**src/rtl/sign_mag_converter.sv**
```systemverilog
// rtl/sign_mag_converter.sv - bit-serial two's/ones' complement to sign-magnitude converter
module sign_mag_converter #(
    parameter int WIDTH = 8
) (
    input  logic             clk,
    input  logic             rst,
    input  logic             start,
    input  logic             mode,
    input  logic [WIDTH-1:0] a,
    output logic             busy,
    output logic             done,
    output logic [WIDTH-1:0] mag,
    output logic             neg,
    output logic             zero,
    output logic             ovf
);

    localparam int CW = (WIDTH > 1) ? $clog2(WIDTH) : 1;

    typedef enum logic [1:0] {IDLE, CONV, DONE} state_t;

    state_t           state, state_next;
    logic [WIDTH-1:0] a_q;
    logic             mode_q;
    logic [CW-1:0]    cnt;
    logic             carry;
    logic             last_bit;
    logic             a_bit;
    logic             inv_bit;
    logic             sum_bit;
    logic [WIDTH-1:0] mag_final;

    // Positive operands pass straight through: inversion off and carry was loaded as 0.
    assign last_bit  = (cnt == CW'(WIDTH - 1));
    assign a_bit     = a_q[cnt];
    assign inv_bit   = a_q[WIDTH-1] ? ~a_bit : a_bit;
    assign sum_bit   = inv_bit ^ carry;
    assign mag_final = {sum_bit, mag[WIDTH-2:0]};

    assign busy = (state == CONV);
    assign done = (state == DONE);

    always_ff @(posedge clk) begin
        if (rst) state <= IDLE;
        else     state <= state_next;
    end

    always_comb begin
        state_next = state;
        case (state)
            IDLE:    if (start) state_next = CONV;
            CONV:    if (last_bit) state_next = DONE;
            DONE:    state_next = IDLE;
            default: state_next = IDLE;
        endcase
    end

    always_ff @(posedge clk) begin
        if (rst) begin
            a_q    <= '0;
            mode_q <= 1'b0;
            cnt    <= '0;
            carry  <= 1'b0;
            mag    <= '0;
            neg    <= 1'b0;
            zero   <= 1'b0;
            ovf    <= 1'b0;
        end else begin
            case (state)
                IDLE: begin
                    if (start) begin
                        a_q    <= a;
                        mode_q <= mode;
                        cnt    <= '0;
                        carry  <= a[WIDTH-1] & ~mode;
                    end
                end
                CONV: begin
                    mag[cnt] <= sum_bit;
                    carry    <= inv_bit & carry;
                    if (last_bit) begin
                        cnt  <= '0;
                        // Only ones'-complement negative zero yields a negative operand with mag 0.
                        neg  <= a_q[WIDTH-1] & (mag_final != '0);
                        zero <= (mag_final == '0);
                        ovf  <= ~mode_q & (a_q == {1'b1, {(WIDTH-1){1'b0}}});
                    end else begin
                        cnt <= cnt + 1'b1;
                    end
                end
                default: ;
            endcase
        end
    end

endmodule

```
**config.mk**
```make
export PLATFORM = sky130hd
export DESIGN_NAME = sign_mag_converter
export DESIGN_NICKNAME = d
export VERILOG_FILES = /design/src/rtl/sign_mag_converter.sv
export SDC_FILE = /design/constraint.sdc
export NUM_CORES = 1
export LEC_CHECK = 0
export CAP_MARGIN = 20
export CORE_UTILIZATION = 45
export CTS_CLUSTER_DIAMETER = 30
export DETAILED_ROUTE_END_ITERATION = 10
export GPL_TIMING_DRIVEN = 1
export PLACE_DENSITY_LB_ADDON = 0.1
export SYNTH_ARGS = -nofsm -noshare
export SYNTH_HDL_FRONTEND = slang
export SYNTH_SLANG_ARGS = --single-unit
```
**constraint.sdc**
```tcl
create_clock -name clk -period 6.7 [get_ports clk]
set_input_delay 2.01 -clock clk [delete_from_list [all_inputs] [get_ports clk]]
set_output_delay 2.01 -clock clk [all_outputs]
set_load 0.1 [all_outputs]
```
==> results of run 1 <==
-- metal layers --
layer  global-route usage (%)  part of all wire (%)  wire length (microns)
met5                        0                     0                      0
met4                    5.983                  0.42                     10
met3                    2.500                   2.5                     61
met2                    30.69                    51                   1233
met1                    25.30                    46                   1094
-- worst min-delay path by stage --
stage | start | end | slack [ns] | depth (start not counted)
3_3_place_gp | ovf | ovf | 0.44 | 2
3_5_place_dp | ovf | ovf | 0.45 | 2
2_1_floorplan | mode_q | mode_q | 0.46 | 2
5_1_grt | ovf | ovf | 0.50 | 2
6_report | ovf | ovf | 0.47 | 2
4_1_cts | ovf | ovf | 0.47 | 2
-- flip-flops by register name (all words and copies together), names as in the netlist --
name / cells
neg: 1
cnt: 3
carry: 1
mode_q: 1
a_q: 8
mag: 8
state: 2
ovf: 1
zero: 1
-- kinds of logic (layout without fill, tap and decap cells) --
logic type                 after synthesis  in the layout
and+or+nand+nor                         51             51
adders and majority gates                3              3
buffers and inverters                   12             30
muxes                                   15             15
DFF                                     26             26
xor gates and xnor gates                 1              1
AOI/OAI and AO/OA                       26             26
-- layout make-up --
| cell class | instances | area share [%] |
|---|---|---|
| flip-flops and latches | 26 | 35.02 |
| clock buffers | 3 | 1.515 |
| repair buffers | 25 | 16.67 |
| multi-input cells | 96 | 43.77 |
| inverters | 2 | 0.5050 |
| well taps | 30 | 2.525 |
-- worst max-delay path, cell delays in order (launching register included) --
cell,delay [ns]
dfxtp_1,0.54
nor2b_1,0.24
clkdlybuf4s50_1,1.16
-- synthesized netlist by cell type, types with 2 or more instances --
| master | n | area (sq um) |
|---|---|---|
| ha_1 | 3 | 37.54 |
| nor2_1 | 17 | 63.81 |
| nand3_1 | 6 | 30.03 |
| buf_6 | 2 | 22.52 |
| o31ai_1 | 2 | 15.01 |
| a21oi_1 | 11 | 55.05 |
| and3b_1 | 2 | 17.52 |
| nand4_1 | 3 | 18.77 |
| nor2b_1 | 5 | 31.28 |
| nor3b_1 | 2 | 15.01 |
| o21ai_0 | 6 | 30.03 |
| inv_1 | 2 | 7.510 |
| a22oi_1 | 2 | 15.01 |
| nand3b_1 | 2 | 15.01 |
| nand2b_1 | 3 | 18.77 |
| nand2_1 | 3 | 11.26 |
| mux2i_1 | 14 | 140.1 |
| dfxtp_1 | 26 | 520.5 |
| or4_1 | 2 | 15.01 |
| clkbuf_1 | 6 | 22.52 |
-- through the flow --
stage	cell area, sq um	hold slack [ns]
finish	1486	0.4675
global route	1486	0.4951
CTS	1486	0.4671
detailed placement	1464	0.4486
global placement	1464	0.4443
floorplan	1234	0.4615
-- power breakdown --
group / switching, uW / internal, uW / total (uW) / leakage, uW
logic: 28.0 / 22.4 / 50.4 / 0.000329
clock network: 42.2 / 21.0 / 63.2 / 0.0000138
registers: 7.02 / 160 / 167 / 0.000212
-- cell usage in the layout, fill, tap and decap left out, types with 5 or more instances in the layout --
master and n:
clkdlybuf4s50_1 24, nor2_1 17, mux2i_1 14, nand3_1 6, a21oi_1 11, o21ai_0 6, dfxtp_1 26, nor2b_1 5
==> qor.yml, run 1 <==
power_and_ir_drop:
  power.density_nw_per_um2: 189.1
  p_leak_uw: 0.0005543
  vdd_ir_drop_max_mv: 0.1203
  power.total_uw: 281.0
clocking:
  clkSinkCount: 26
  ctsHoldBuffers: 0
  postCtsSetupBuffers: 0
  cts.repair.resized: 0
  cts_buffers: 3
  cts_tree: "built"
  cts_max_path_buffers: 2
  clk_latency_ns: 0.31
  htreeDepth: 1
  clockRootBuffer: "clkbuf_4"
  clk_pin_slew_ns: 0.13
synth:
  synth_flop_cell: "dfxtp_1"
  synth.area.mux_share_pct: 13.18
  synth-edff-count: 0
  synth_xor_area_share_pct: 0.7099
  synth_fa_ha_area_share_pct: 3.043
  synth_area_per_cell_sq_um: 9.207
  synth_top_family_by_area: "simple AND/OR/NAND/NOR gates"
  synth-simple-area-share_pct: 23.33
  yosysUniqueCellTypes: 35
  seq_area_frac_synth_pct: 42.19
  async_reset_ff_share_pct: 0
  synth_cells: 134
  ys_seq_elements: 26
  synth.cell_area_sq_um: 1234
  synth_fp_nets: 149
  synth_compound_area_share_pct: 12.47
  synth_warnings: 0
route:
  drc: 0
  routed_via_density: 5.522
  drtIter0Drc: 10
  wl_mm: 2.400
  drtAntennaViolNets: 0
  vias: 1005
  wl_per_cell_microns: 13.19
  drt_first_pass_iters: 4
final_layout:
  diodes: 0
  postLayoutCoreUtil_pct: 58.41
  drive_gt1_share_pct: 4.605
  ff_latch_area_sq_um: 520.5
  multiInputGateArea_sq_um: 650.6
  fin_nets: 169
  layout.cells.non_filler: 182
  syn_to_final_growth_pct: 20.49
  fillers: 246
sta:
  setup_violations: 0
  finClkSkew_ns: 0.005824
  hold_violations: 0
  setup_tns_ns: 0
  finalMaxSlewViolations: 0
  worst_slew_pin_slew_ns: 0.9712
  fmax_mhz: 235.2
  worst_slack_ns: 2.448
  rsz0062_at_grt: "no"
  fin_crit_sh_pct: 63.46
  min_period_ns: 4.252
  relSlewSlack_pct: 35.05
hold_path:
  hp-class: "reg -> reg"
placement:
  gp_congestion: 0.7792
  hpwlAfterDp_mm: 1.800
  dp.cells: 179
  post-place-ws_ns: 2.817
  io_buffers: 24
setup_path:
  cp-endpoint: "busy"
  worstSetupEndpointType: "output port"
  r2r-start: "cnt[0]"
  worstPathRequired_ns: 4.69
  worst_ep_arrival_time_ns: 2.24
  r2r-end: "neg"
  reg2reg_slack_ns: 3.86
  critPathMaxFanout: 13
  crit_path_start_kind: "register"
  rr_worst_depth: 7
  cp-startpoint: "state[0]"
  crit_type: "reg -> out"
global_routing:
  overflow: 0
  antenna_found_initial: 0
  track_usage_pct: 18.76
  grt_max_degree: 27
  first_global_vias: 883
  grt_pass1_wl_mm: 3.953
floorplanning:
  std_cell_rows: 18
  fp.dieH_microns: 54.36
  core_sq_um: 2545
  die_area_sq_um: 2955
  die-width_microns: 54.36
  io_pins: 25
  start_util_pct: 48.48
run_status:
  status: "finished clean"
job:
  max-cap-violations: 0
Power figures use the tool's default switching activity.
==> inputs of run 2 (changes only) <==
- clock period: 6.7 -> 4 ns (I/O delays scaled with it)
==> qor.yml, run 2 (same netlist as run 1, synthesis figures left out) <==
clocking:
  clockRootBuffer: "clkbuf_4"  # unchanged
  clkSinkCount: 26  # unchanged
  htreeDepth: 1  # unchanged
  clk_latency_ns: 0.32  # was 0.31 ns
  cts_buffers: 3  # unchanged
  postCtsSetupBuffers: 0  # unchanged
  clk_pin_slew_ns: 0.14  # was 0.13 ns
  cts.repair.resized: 0  # unchanged
  cts_tree: "built"  # unchanged
  ctsHoldBuffers: 0  # unchanged
  cts_max_path_buffers: 2  # unchanged
final_layout:
  syn_to_final_growth_pct: 21.20  # was 20.49%
  fin_nets: 169  # unchanged
  final_cell_mix: "dfxtp_1 (26), clkdlybuf4s50_1 (22), nor2_1 (17)"  # was dfxtp_1 (26), clkdlybuf4s50_1 (24), nor2_1 (17)
  reg.largest.list: "a_q: 8 flops, mag: 8 flops, cnt: 3 flops"  # unchanged
  final_common_cell: "dfxtp_1"  # unchanged
  drive_gt1_share_pct: 6.536  # was 4.605%
  layout.cells.non_filler: 183  # was 182
  diodes: 0  # unchanged
route:
  drc: 0  # unchanged
  drtAntennaViolNets: 0  # unchanged
  wl_mm: 2.477  # was 2.400 mm
  drt_first_pass_iters: 4  # unchanged
  routed_via_density: 5.519  # was 5.522
  wl_per_cell_microns: 13.54  # was 13.19 microns
  vias: 1010  # was 1005
  drtIter0Drc: 10  # unchanged
sta:
  finClkSkew_ns: 0.001937  # was 0.005824 ns
  hold_violations: 0  # unchanged
  fmax_mhz: 326.7
  setup_violations: 0  # unchanged
  fin_crit_sh_pct: 76.52
  rsz0062_at_grt: "no"  # unchanged
  min_period_ns: 3.061
  finalMaxSlewViolations: 0  # unchanged
  relSlewSlack_pct: 35.08  # was 35.05%
  setup_tns_ns: 0  # unchanged
  worst_slew_pin_slew_ns: 0.9707  # was 0.9712 ns
global_routing:
  grtUsageMet3_pct: 5.833  # was 2.500%
  first_global_vias: 941  # was 883
  gr-usage-met1_pct: 25.08  # was 25.30%
  overflow: 0  # unchanged
  antenna_found_initial: 0  # unchanged
  track_usage_pct: 19.91  # was 18.76%
  grt_max_degree: 27  # unchanged
  grt.busiest_layer: "met2"  # unchanged
  grt_pass1_wl_mm: 4.209  # was 3.953 mm
  grt_use_met2_pct: 33.33  # was 30.69%
power_and_ir_drop:
  p_leak_uw: 0.0005650  # was 0.0005543 uW
  vdd_ir_drop_max_mv: 0.2741  # was 0.1203 mV
  power.density_nw_per_um2: 332.7  # was 189.1 nW/um^2
setup_path:
  cpPeakStageDelay_ns: 1.15  # was 1.16 ns
  critical_path_depth: 1  # was 2
  worstPathRequired_ns: 2.80  # was 4.69 ns
  slowest_stage: "clkdlybuf4s50_1"  # unchanged
  critPathMaxFanout: 3  # was 13
  worst_ep_arrival_time_ns: 1.86  # was 2.24 ns
  rr_worst_depth: 7  # unchanged
  crit_path_start_kind: "register"  # unchanged
  crit_buf_inv: 1  # unchanged
  worstSetupEndpointType: "output port"  # unchanged
  crit_type: "reg -> out"  # unchanged
  crit_chain: "clkdlybuf4s50_1"  # was nor2b_1, clkdlybuf4s50_1
  crit_family: "buffers and inverters"  # unchanged
placement:
  gp_congestion: 0.7974  # was 0.7792
  io_buffers: 24  # unchanged
  hpwlAfterDp_mm: 1.830  # was 1.800 mm
  dp.cells: 179  # unchanged
run_status:
  status: "finished clean"  # unchanged
job:
  max-cap-violations: 0  # unchanged
floorplanning:
  die_area_sq_um: 2955  # unchanged
  fp.dieH_microns: 54.36  # unchanged
  std_cell_rows: 18  # unchanged
  die-width_microns: 54.36  # unchanged
  start_util_pct: 48.48  # unchanged
  core_sq_um: 2545  # unchanged
  io_pins: 25  # unchanged
hold_path:
  hp-class: "reg -> reg"  # unchanged
  hold_depth: 2  # unchanged
run 2: metal layers:
layer,routed length (microns),part of all wire [%],vias up
met1,1132,46,473
met5,0,0,-
met3,90,3.6,2
met2,1241,50,21
li1,-,-,514
met4,13,0.52,0
run 2: report_power, final:
part | total (uW) | internal (uW) | switching (uW)
clock network | 133 | 55.7 | 76.9
logic | 83.7 | 37.3 | 46.4
registers | 281 | 269 | 12.3
total | 497 | 362 | 136
run 2: final timing paths:
path,startpoint,end,slack [ns]
setup / recovery,mag[1],mag[1],0.94
hold / removal,ovf,ovf,0.47
setup reg to reg,cnt[0],neg,1.22
hold reg to reg,ovf,ovf,0.47
run 2: cell type report:
class                   count  area (sq um)
flip-flops and latches     26         520.5
repair buffers             25         242.7
multi-input cells          96         650.6
inverters                   2         7.507
fillers                   229          1050
clock buffers               4         36.28
well taps                  30         37.54
run 2: through the flow:
step	utilization [%]	hold slack, ns	setup slack (ns)	total power [uW]	instance area [sq um]
floorplan	-	0.4615	0.8410	350.4	1234
global placement	57.33	0.4433	1.304	367.6	1459
detailed placement	57.33	0.4510	1.244	370.4	1459
CTS	58.75	0.4693	0.9328	502.0	1495
global route	58.75	0.5005	0.8749	523.5	1495
finish	58.75	0.4692	0.9392	497.5	1495
==> patch, RTL diff (settings of run 2) <==
Encoding of `state_t`: now one-hot (3 bits for 3 states).
--- a/src/rtl/sign_mag_converter.sv
+++ b/src/rtl/sign_mag_converter.sv
@@ -18,5 +18,5 @@
     localparam int CW = (WIDTH > 1) ? $clog2(WIDTH) : 1;
 
-    typedef enum logic [1:0] {IDLE, CONV, DONE} state_t;
+    typedef enum logic [2:0] {IDLE = 3'b001, CONV = 3'b010, DONE = 3'b100} state_t;
 
     state_t           state, state_next;
Formal check against the unedited RTL: no difference found for any inputs over 10 cycles, from zero or initial values and one cycle with rst high; not proved beyond that.
==> patch against run 2 <==
First-iteration DRC count grew to 3.0 times the old value; synthesized cell count increased by 13%; die area up 5.7%; worst setup slack worse by 4.7 ps; area after synthesis up 5.9%; hold slack got worse by 10 ps; sequential share of layout area grew 0.14 points; design area up 3.4%; sequential power up 2%; total power shrank 7.1%; routed wire length is 10% higher; sequential cell count is 1 higher; global-route usage fell by 1.1 points; critical endpoint is now mag[0]; highest routed layer unchanged.
==> patch: results (changes against run 2) <==
* Status: completed
* Final Wtd Congestion at 0.759 (-4.8%)
* Ranking of synthesized cells by area: dfxtp_1 (41%), a21oi_1 (8.8%), nand2_1 (6.3%), nand3_1 (4.6%), mux2i_1 (3.1%)
* Vias at 1128 (+12%)
* Leakage at 0.533 nW (-5.7%)
* Syn Nets at 166 (+11%)
* Detailed router's first-iteration violation count at 30 (+20)
* Dpl hpwl at 1940 um (+5.8%)
* Grt met1 use at 25.3% (+0.21 points)
* Drt wl/cell at 13.8 um (+1.6%)
* GRT Util Overall at 18.8% (-1.1 points)
* Ant diodes at 0 (unchanged)
* DP Cell Count at 194 (+8.4%)
* Share of cells above drive strength 1 at 7.19% (+0.65 points)
* M2 GR Usage at 30.5% (-2.9 points)
* Synth cell count leaders: dfxtp_1 (27), a21oi_1 (23), nand2_1 (22)
* Number of global-route vias before repair at 1034 (+9.9%)
* Largest net degree at the start of global routing at 28 (+3.7%)
* Post-synth cell types at 40 (+14%)
* Final clock skew at 9.97 ps (+8.03 ps)
* M1 wire length at 1370 um (+21%)
* Post-synthesis sequential area ratio at 41.4% (-0.81 points)
* Pin slew with the least headroom to its limit at 994 ps (+23.6 ps)
* Fin Hold WS at 459 ps (-10.2 ps)
* IR Drop Worst-Case VDD at 261 uV (-4.7%)
* WL met3 at 95 um (+5.6%)
* Total wire length at 2720 um (+10%)
* Nets at 183 (+8.3%)
* GR Layer Usage met3 at 5.12% (-0.72 points)
* Top flop regs: a_q: 8 flops, mag: 8 flops
* Clock root cell: clkbuf_4
* Number of synthesized flops with an enable pin at 0 (unchanged)
* Avg Cell Area, Syn at 8.65 sq um (-6.0%)
* Setup slack, reg-to-reg at 1240 ps (+20 ps)
* First-pass GRT wire length at 4710 um (+12%)
* Worst Hold Depth at 2 (unchanged)
## patch: changes by cell type after synthesis, sizes merged, moves of 3 or more
cell,change
mux2i,-10
a21oi,+12
nand3,+6
nor2b,-3
nand2,+19
nand4bb,+3
buf,+5
nor2,-13
## patch: final cells by class
type	instances	area (sq um)
Clock buffer	4	26.3
Fill cell	264	1210
Inverter	2	7.51
Multi-Input combinational cell	109	691
Sequential cell	27	541
Tap cell	31	38.8
Timing Repair Buffer	25	243
## patch: where the power goes
| group | total (mW) | leakage, nW | switching, mW | internal [mW] |
|---|---|---|---|---|
| Sequential | 0.288 | 0.219 | 0.0102 | 0.277 |
| Clock | 0.116 | 0.0150 | 0.0765 | 0.0391 |
| Combinational | 0.0588 | 0.298 | 0.0305 | 0.0283 |
| Total | 0.462 | 0.533 | 0.117 | 0.345 |
## patch: kinds of logic after synthesis
| kind of cell | count (synthesis) | synth area share (%) |
|---|---|---|
| compound gates | 36 | 15.9 |
| xor+xnor | 1 | 0.671 |
| fa+ha+maj | 3 | 2.87 |
| buf+inv | 15 | 5.75 |
| flops | 27 | 41.4 |
| mux | 5 | 4.79 |
| simple gates | 64 | 28.6 |
## patch: per-stage QoR
stage	setup WS (ps)	cell area (sq um)
2_1_floorplan	105	1310
3_3_place_gp	1290	1520
4_1_cts	923	1550
5_1_grt	875	1550
3_5_place_dp	1240	1520
6_report	935	1550
## patch: worst max path at each step
stage	slack, ps	startpoint	to
3_3_place_gp	1290	start	cnt[2]$_SDFFE_PP0P_
2_1_floorplan	100	state[2]$_SDFFE_PP0P_	done
3_5_place_dp	1240	start	cnt[2]$_SDFFE_PP0P_
4_1_cts	920	mag[0]$_SDFFE_PP0P_	mag[0]
5_1_grt	870	mag[0]$_SDFFE_PP0P_	mag[0]
6_report	930	mag[0]$_SDFFE_PP0P_	mag[0]
